`config.mk`:
```
export PLATFORM = sky130hd
export DESIGN_NAME = ascon_in_fifo
export DESIGN_NICKNAME = d
export VERILOG_FILES = /design/src/rtl/ascon_pack.sv /design/src/rtl/word_packer.sv /design/src/rtl/ascon_in_fifo.sv
export SDC_FILE = /design/constraint.sdc
export NUM_CORES = 1
export LEC_CHECK = 0
export BUFFER_PORTS_ARGS = -buffer_cell sky130_fd_sc_hd__buf_2
export CORE_MARGIN = 2
export CORE_UTILIZATION = 60
export DETAILED_ROUTE_END_ITERATION = 6
export PLACE_DENSITY = 0.87
export SETUP_SLACK_MARGIN = 0.1
export SYNTH_ARGS = -nofsm -noshare
export SYNTH_HDL_FRONTEND = slang
export SYNTH_SLANG_ARGS = --single-unit
export TNS_END_PERCENT = 10
```
`constraint.sdc`:
```
create_clock -name clk -period 13.26 [get_ports clk]
set_input_delay 1.326 -clock clk [delete_from_list [all_inputs] [get_ports clk]]
set_output_delay 1.326 -clock clk [all_outputs]
set_load 0.02 [all_outputs]
```
`src/rtl/ascon_pack.sv`:
```
// Shared word and block types for the Ascon datapath, plus a small helper
// that builds a 64-bit block from its two 32-bit halves.
package ascon_pack;

    typedef logic [31:0]  u32_t;
    typedef logic [63:0]  u64_t;
    typedef logic [127:0] u128_t;

    // The first word of a pair occupies the upper half of the block.
    function automatic u64_t pack_pair(input u32_t hi_word, input u32_t lo_word);
        return {hi_word, lo_word};
    endfunction

endpackage

```
`src/rtl/word_packer.sv`:
```
// Collects host words in pairs and emits one assembled 64-bit block per commit.
// A lone first word flagged as last is committed on its own, zero-padded.
module word_packer
    import ascon_pack::*;
(
    input  logic clk,
    input  logic rst_n,
    input  logic i_flush,
    input  logic i_wr_en,
    input  logic [31:0] i_wr_data,
    input  logic i_wr_last,
    output logic o_commit,
    output logic [63:0] o_block
);

    logic r_half;
    u32_t r_hold;

    // Commit on a second word, or on a first word that ends the message.
    always_comb begin
        o_commit = i_wr_en && (r_half || i_wr_last);
        o_block  = r_half ? pack_pair(r_hold, i_wr_data)
                          : pack_pair(i_wr_data, 32'h0);
    end

    // Track a pending first half; flush discards it.
    always_ff @(posedge clk or negedge rst_n) begin
        if (!rst_n) begin
            r_half <= 1'b0;
            r_hold <= '0;
        end else if (i_flush) begin
            r_half <= 1'b0;
            r_hold <= '0;
        end else if (i_wr_en) begin
            if (r_half || i_wr_last) begin
                r_half <= 1'b0;
            end else begin
                r_half <= 1'b1;
                r_hold <= i_wr_data;
            end
        end
    end

endmodule

```
`src/rtl/ascon_in_fifo.sv`:
```
// Input FIFO feeding one Ascon core stream (AD or PT). Host words are packed
// into 64-bit blocks and stored in a circular buffer; the head block is
// presented first-word-fall-through to the core.
module ascon_in_fifo
    import ascon_pack::*;
#(
    parameter int Depth     = 8,
    parameter int AddrWidth = $clog2(Depth)
) (
    input  logic                 clk,
    input  logic                 rst_n,
    input  logic                 wr_valid_i,
    output logic                 wr_ready_o,
    input  logic [31:0]          wr_data_i,
    input  logic                 wr_last_i,
    input  logic                 pop_i,
    input  logic                 flush_i,
    output logic [63:0]          data_o,
    output logic                 empty_o,
    output logic                 full_o,
    output logic [AddrWidth:0]   count_o,
    output logic                 err_o
);

    localparam logic [AddrWidth:0]   LP_DEPTH   = (AddrWidth + 1)'(Depth);
    localparam logic [AddrWidth-1:0] LP_PTR_ONE = AddrWidth'(1);
    localparam logic [AddrWidth:0]   LP_CNT_ONE = (AddrWidth + 1)'(1);

    logic [AddrWidth-1:0] r_rd_ptr;
    logic [AddrWidth-1:0] r_wr_ptr;
    logic [AddrWidth:0]   r_count;
    logic [AddrWidth:0]   w_count_next;
    logic                 r_err;
    u64_t                 r_mem [Depth];

    logic w_wr_en;
    logic w_pop_ok;
    logic w_pop_empty;
    logic w_commit;
    u64_t w_block;

    // Handshake qualifiers; flush overrides both write and pop.
    always_comb begin
        empty_o     = (r_count == '0);
        full_o      = (r_count == LP_DEPTH);
        wr_ready_o  = !full_o;
        w_wr_en     = wr_valid_i && wr_ready_o && !flush_i;
        w_pop_ok    = pop_i && !empty_o && !flush_i;
        w_pop_empty = pop_i && empty_o && !flush_i;
        count_o     = r_count;
        err_o       = r_err;
        data_o      = empty_o ? 64'h0 : r_mem[r_rd_ptr];
    end

    word_packer u_packer (
        .clk       (clk),
        .rst_n     (rst_n),
        .i_flush   (flush_i),
        .i_wr_en   (w_wr_en),
        .i_wr_data (wr_data_i),
        .i_wr_last (wr_last_i),
        .o_commit  (w_commit),
        .o_block   (w_block)
    );

    // Occupancy update: a commit and a pop in the same cycle cancel out.
    always_comb begin
        w_count_next = r_count;
        case ({w_commit, w_pop_ok})
            2'b10:   w_count_next = r_count + LP_CNT_ONE;
            2'b01:   w_count_next = r_count - LP_CNT_ONE;
            default: w_count_next = r_count;
        endcase
    end

    // Pointers, count and sticky underflow flag.
    always_ff @(posedge clk or negedge rst_n) begin
        if (!rst_n) begin
            r_rd_ptr <= '0;
            r_wr_ptr <= '0;
            r_count  <= '0;
            r_err    <= 1'b0;
        end else if (flush_i) begin
            r_rd_ptr <= '0;
            r_wr_ptr <= '0;
            r_count  <= '0;
            r_err    <= 1'b0;
        end else begin
            if (w_commit) begin
                r_wr_ptr <= r_wr_ptr + LP_PTR_ONE;
            end
            if (w_pop_ok) begin
                r_rd_ptr <= r_rd_ptr + LP_PTR_ONE;
            end
            if (w_pop_empty) begin
                r_err <= 1'b1;
            end
            r_count <= w_count_next;
        end
    end

    // Block storage; contents are never reset, only overwritten on commit.
    always_ff @(posedge clk) begin
        if (w_commit) begin
            r_mem[r_wr_ptr] <= w_block;
        end
    end

endmodule

```
# [Word-level counts from Yosys, hierarchy flattened]
# Memories as Yosys holds them, arrays and structs flattened.
# Cells that the tools add are included.
[classes] add_sub_neg=4 eq_ne=4 reduce_logical=18 n_mux=18
[op_table] op="$mux 64" n=2
[op_table] op="$mux 32" n=3
[op_table] op="$mux 3" n=4
[op_table] op="$pmux 4 s2" n=1
[op_table] op="$reduce_bool 2->1" n=4
[op_table] op="$logic_and 1x1->1" n=7
[op_table] op="$mux 1" n=7
[op_table] op="$add 3x1->3 const B" n=2
[op_table] op="$add 4x1->4 const B" n=1
[op_table] op="$eq 4x4->1 const B" n=1
[op_table] op="$logic_not 4->1" n=1
[op_table] op="$mux 4" n=1
[op_table] op="$sub 4x1->4 const B" n=1
[op_table] op="$logic_not 1->1" n=3
[op_table] op="$reduce_bool 3->1" n=1
[op_table] op="$eq 2x1->1 const B" n=1
[op_table] op="$eq 2x2->1 const B" n=1
[op_table] op="$ne 2x2->1 const B" n=1
[op_table] op="$reduce_and 2->1" n=1
[op_table] op="$logic_or 1x1->1" n=1
[word_totals] memories=1 input_bits=38 wordCells=51 reg_bits=44 ramBits=512
[memory_table] memory="r_mem" words=8 width=64 read_ports=1 rd_clocked_by_memory_dff=0 write_ports=1 line="ascon_in_fifo.sv:34" rtl="u64_t r_mem [Depth];"

# [Longest topological paths before layout]
[logic_depth] depth_word=8 ltp_mapped=10

# [By module]
# From an unflattened synthesis, not the netlist that was laid out.
[hier_totals] hier_cells=1110 area_unflattened_um2=22335.2
[by_module_without_submodules] module="ascon_in_fifo" area_each_um2=20065.5 cells_each=895 instances=1 seq_area_each_um2=15650.0
[by_module_without_submodules] module="word_packer" area_each_um2=2269.7 cells_each=215 instances=1 seq_area_each_um2=825.8

# [Worst setup path after synthesis]
# No wires, ideal clock.
[synth_timing] kind="input -> register" start="input flush_i" end="memory r_mem[1][0] in the netlist's numbering, enable pin" path_slack_ps=6093 path_buffers=1 cell_stages=3 t_arrival_ps=6602 t_required_ps=12695 cell_sequence="clkbuf_1 or4b_2 nor3_1"
[synth_between] elab_chain_len=5
[synth_lines] element="start: declaration" line="ascon_in_fifo.sv:17" rtl="input logic flush_i,"
[synth_lines] element="$logic_not 1->1" line="ascon_in_fifo.sv:47" rtl="w_wr_en = wr_valid_i && wr_ready_o && !flush_i;"
[synth_lines] element="$logic_and 1x1->1" line="ascon_in_fifo.sv:47"
[synth_lines] element="$logic_and 1x1->1" line="word_packer.sv:21" rtl="o_commit = i_wr_en && (r_half || i_wr_last);"
[synth_lines] element="$mux 1" line="ascon_in_fifo.sv:104" rtl="if (w_commit) begin"
[synth_lines] element="$mux 1 (implied by the code)" line="ascon_in_fifo.sv:105" rtl="r_mem[r_wr_ptr] <= w_block;"
[synth_lines] element="end: declaration" line="ascon_in_fifo.sv:34"
# Every way passes these cells.

# [Worst setup path in the final report]
[layout_timing] start="register r_rd_ptr[1]" end="output data_o[40]"
[layout_between] elab_chain_len=2
[layout_lines] element="start: declaration" line="ascon_in_fifo.sv:29" rtl="logic [AddrWidth-1:0] r_rd_ptr;"
[layout_lines] element="start signal: assignment" line="ascon_in_fifo.sv:93" rtl="r_rd_ptr <= r_rd_ptr + LP_PTR_ONE;"
[layout_lines] element="$mem_v2 8x64"
[layout_lines] element="$mux 64" line="ascon_in_fifo.sv:52" rtl="data_o = empty_o ? 64'h0 : r_mem[r_rd_ptr];"
[layout_lines] element="end: declaration" line="ascon_in_fifo.sv:18" rtl="output logic [63:0] data_o,"
# Every way passes these cells.

==> impl_results.rst <==
.. list-table::
   :header-rows: 1

   * - Metric
     - Value
   * - Status
     - complete, no violations
   * - Combinational share of power
     - 0.240
   * - Routed len/inst
     - 29.1 µm
   * - Period utilisation layout
     - 0.380
   * - WHS Path Cells
     - 2
   * - CTS hold repair buffers
     - 0
   * - Routed Antenna Nets
     - 0
   * - Die height
     - 195 µm
   * - Port buffer count
     - 109
   * - Internal power
     - 3280 µW
   * - Pwr dens
     - 188 nW/µm²
   * - Worst slew margin relative to its limit
     - 0.236
   * - RD Place Congestion
     - 0.755
   * - # clock sinks
     - 556
   * - Synthesized flop and latch total
     - 556
   * - Htree depth
     - 2
   * - Initial antenna violation count
     - 4
   * - Core outline area
     - 35700 µm²
   * - Required time at the endpoint of the critical path
     - 11.93 ns
   * - Count of buffers added by post-CTS timing repair for setup
     - 0
   * - CTS Root Cell
     - sky130_fd_sc_hd__clkbuf_16
   * - Effective utilization at floorplan
     - 0.612
   * - Overflow after GRT
     - 0
   * - Number of enable flip-flop cells after synthesis
     - 512
   * - Top cell type's share of synthesized area
     - 0.705
   * - Post-Syn Instances
     - 1039
   * - Library cell with the highest instance count after synthesis
     - sky130_fd_sc_hd__edfxtp_1
   * - Switching part of the total
     - 0.292
   * - Met3 layer wire length in the routed design
     - 4190 µm
   * - Power dissipated by switching net loads
     - 1350 µW
   * - Number of nets produced by synthesis
     - 1081
   * - Site Rows
     - 69
   * - Type of the setup path with the least slack
     - reg -> out
   * - Met1 routed wirelength after detailed routing
     - 18200 µm
   * - Clock group share of total power
     - 0.315
   * - Flip-flop cell with the highest count after synthesis
     - sky130_fd_sc_hd__edfxtp_1
   * - Most instantiated cells after synthesis
     - sky130_fd_sc_hd__edfxtp_1 (512), sky130_fd_sc_hd__mux4_2 (128), sky130_fd_sc_hd__nor2_1 (79), sky130_fd_sc_hd__mux2i_1 (64), sky130_fd_sc_hd__dfrtp_1 (44)
   * - Ys Warns
     - 0
   * - Arrival time at the worst endpoint
     - 3.71 ns
   * - Register-to-register setup slack
     - 9.86 ns
   * - Startpoint types
     - flip-flop
   * - Start of the worst register-to-register path
     - count_o[1]
   * - Net count, final
     - 1202
   * - Number of gates given a new drive strength after cts
     - 0
   * - DIE AREA
     - 37900 µm²
   * - Horiz. Die Dim
     - 195 µm
   * - Worst hold margin
     - 0.504 ns
   * - Post-route DRC
     - 0
   * - Achievable Freq
     - 198 MHz
   * - Leading post-synthesis cells by cell area
     - sky130_fd_sc_hd__edfxtp_1 (70%), sky130_fd_sc_hd__mux4_2 (13%), sky130_fd_sc_hd__dfrtp_1 (5.0%)
   * - 1st-pass router iterations
     - 5
   * - Final clock skew
     - 0.0138 ns
   * - Number of placed instances with taps included
     - 1568
   * - Post-synth top area cell
     - sky130_fd_sc_hd__edfxtp_1
   * - Post-synth cell types
     - 38
   * - Maximum Capacitance Violations
     - 0
   * - Mean area per synthesized cell
     - 21.0 µm²
   * - Final WL
     - 48400 µm
   * - Pin count of the biggest net entering global routing
     - 73
   * - CTS tree
     - done
   * - Half-perimeter wire length of the detailed placement result
     - 26000 µm
   * - Final Max Tran Viols
     - 0
   * - Largest driver fanout on the critical path
     - 72
   * - Num CTS Buffers
     - 51
   * - Maximum ir drop on the vdd rail
     - 0.178 mV
   * - Count of final setup violators
     - 0
   * - End point of the critical path
     - data_o[40]
   * - Class of the tightest hold or removal check
     - reg -> reg
   * - Share of total power in sequential cells
     - 0.444
   * - Crit end category
     - output port
   * - Proportion of layout cells with a drive suffix above 1
     - 0.315
   * - Global-route total usage across every layer
     - 0.264
   * - Sequential-to-total area share from yosys stat
     - 0.755
   * - Hold Startpoint
     - err_o
   * - Layout Cells excl Fill
     - 1663
   * - RSZ-0062 raised after global routing
     - no
   * - Critical path launch point
     - r_rd_ptr[1]
   * - Vias after detailed routing
     - 10900
   * - Wire length of the first global-routing pass
     - 72700 µm
   * - Worst reg-to-reg path cell count
     - 5
   * - Vias in the first global route
     - 11300
   * - Final total power
     - 4630 µW
   * - Synth Cell Area
     - 21800 µm²
   * - Shortest clock period the worst path allows after layout
     - 5.04 ns
   * - Clock network latency to the later pin of the worst-skew pair
     - 0.57 ns
   * - Topmost layer with routed signal wires
     - met4
   * - Asr flop ratio synth
     - 0.0791
   * - Total count of hold-check failures in the final report
     - 0
   * - Setup TNS
     - 0 ns
   * - Clock Tree Buf Depth
     - 3
   * - Via-to-Cell Ratio
     - 6.54
   * - Number of violations reported at the end of detailed-routing iteration 0
     - 1167
   * - Worst Max-Slew Pin Slew
     - 1.15 ns
   * - Clock-pin slew reported for the worst setup and hold paths after clock tree synthesis
     - 0.06 ns
   * - Static power due to leakage
     - 0.00809 µW
   * - Capture instance of the worst register-to-register path
     - r_mem[7][26]
   * - P&R area growth vs syn
     - 12.6%
   * - Total met2 wirelength after detailed routing
     - 24300 µm
   * - I/O pin cnt
     - 110
[worst min path at each step]
stage / end / slack (ns)
3_3_place_gp: err_o / 0.47
3_5_place_dp: u_packer.r_hold[16] / 0.49
5_1_grt: u_packer.r_hold[25] / 0.53
6_report: err_o / 0.50
4_1_cts: u_packer.r_hold[16] / 0.50
2_1_floorplan: u_packer.r_hold[0] / 0.47
[kinds of logic (layout without fill, tap and decap cells)]
group | count (synthesis) | after routing | synth area share
other cells | 0 | 1 | 0
simple gates | 134 | 134 | 0.0289
xor+xnor | 6 | 6 | 0.00241
buf+inv | 62 | 224 | 0.0123
fa+ha+maj | 4 | 4 | 0.00229
mux | 225 | 225 | 0.179
flops | 556 | 556 | 0.755
compound gates | 52 | 52 | 0.0202
[layout by cell type, fill, tap and decap left out, types with 2 or more instances in the layout]
cell / n
sky130_fd_sc_hd__a21o_1: 2
sky130_fd_sc_hd__a21oi_1: 6
sky130_fd_sc_hd__a22o_1: 32
sky130_fd_sc_hd__and2_1: 32
sky130_fd_sc_hd__buf_2: 109
sky130_fd_sc_hd__buf_4: 18
sky130_fd_sc_hd__bufinv_16: 5
sky130_fd_sc_hd__clkbuf_1: 21
sky130_fd_sc_hd__clkbuf_16: 51
sky130_fd_sc_hd__clkbuf_8: 7
sky130_fd_sc_hd__clkinv_1: 3
sky130_fd_sc_hd__clkinv_2: 5
sky130_fd_sc_hd__dfrtp_1: 40
sky130_fd_sc_hd__dfrtp_4: 3
sky130_fd_sc_hd__edfxtp_1: 512
sky130_fd_sc_hd__ha_1: 4
sky130_fd_sc_hd__inv_1: 2
sky130_fd_sc_hd__mux2_2: 32
sky130_fd_sc_hd__mux2i_1: 64
sky130_fd_sc_hd__mux4_2: 128
sky130_fd_sc_hd__nand2_1: 5
sky130_fd_sc_hd__nand2b_1: 2
sky130_fd_sc_hd__nand3_1: 7
sky130_fd_sc_hd__nor2_1: 73
sky130_fd_sc_hd__nor2_4: 6
sky130_fd_sc_hd__nor3_2: 2
sky130_fd_sc_hd__o21a_1: 2
sky130_fd_sc_hd__o21ai_0: 3
sky130_fd_sc_hd__or4_1: 2
sky130_fd_sc_hd__xor2_1: 5
[routing by layer]
metal / vias to the layer above / track usage
met3: 114 / 0.0415
met1: 5697 / 0.362
li1: 4484 / -
met2: 589 / 0.434
met4: 0 / 0.105
met5: - / 0
[power groups by stage]
| stage | logic (µW) | clock network [µW] | registers [µW] |
|---|---|---|---|
| 6_report | 1110 | 1460 | 2060 |
| 2_1_floorplan | 816 | 0 | 2050 |
| 5_1_grt | 1190 | 1530 | 2070 |
| 4_1_cts | 1130 | 1470 | 2060 |
| 3_5_place_dp | 1120 | 0 | 2090 |
| 3_3_place_gp | 1100 | 0 | 2090 |
[registers in the layout (all words and copies together) (netlist names)]
register         count
err_o                1
r_wr_ptr             3
count_o              4
u_packer.r_half      1
r_mem              512
r_rd_ptr             3
u_packer.r_hold     32
[cell type report]
cell class,instances,area (µm²)
timing repair buffer,127,681
tap,461,577
antenna,1,2.50
sequential,556,16500
clock inverter,15,203
multi-input combinational,421,5140
inverter,3,11.3
clock buffer,79,1450
fill,2074,11100
[through the flow]
stage,utilization,area (µm²),setup slack [ns]
final,0.689,24600,8.22
after global routing,0.689,24500,8.01
after CTS,0.689,24500,8.17
after detailed placement,0.642,22900,8.77
after global placement,0.642,22900,8.77
after floorplan,-,21800,6.09
[worst max-delay path, stage by stage, from the launching register on]
cell and delay, ns:
sky130_fd_sc_hd__dfrtp_4 1.00, sky130_fd_sc_hd__buf_4 0.92, sky130_fd_sc_hd__mux4_2 0.45, sky130_fd_sc_hd__mux2i_1 0.40, sky130_fd_sc_hd__nor2_1 0.08, sky130_fd_sc_hd__buf_2 0.17
(Power assumes the default switching activity.)
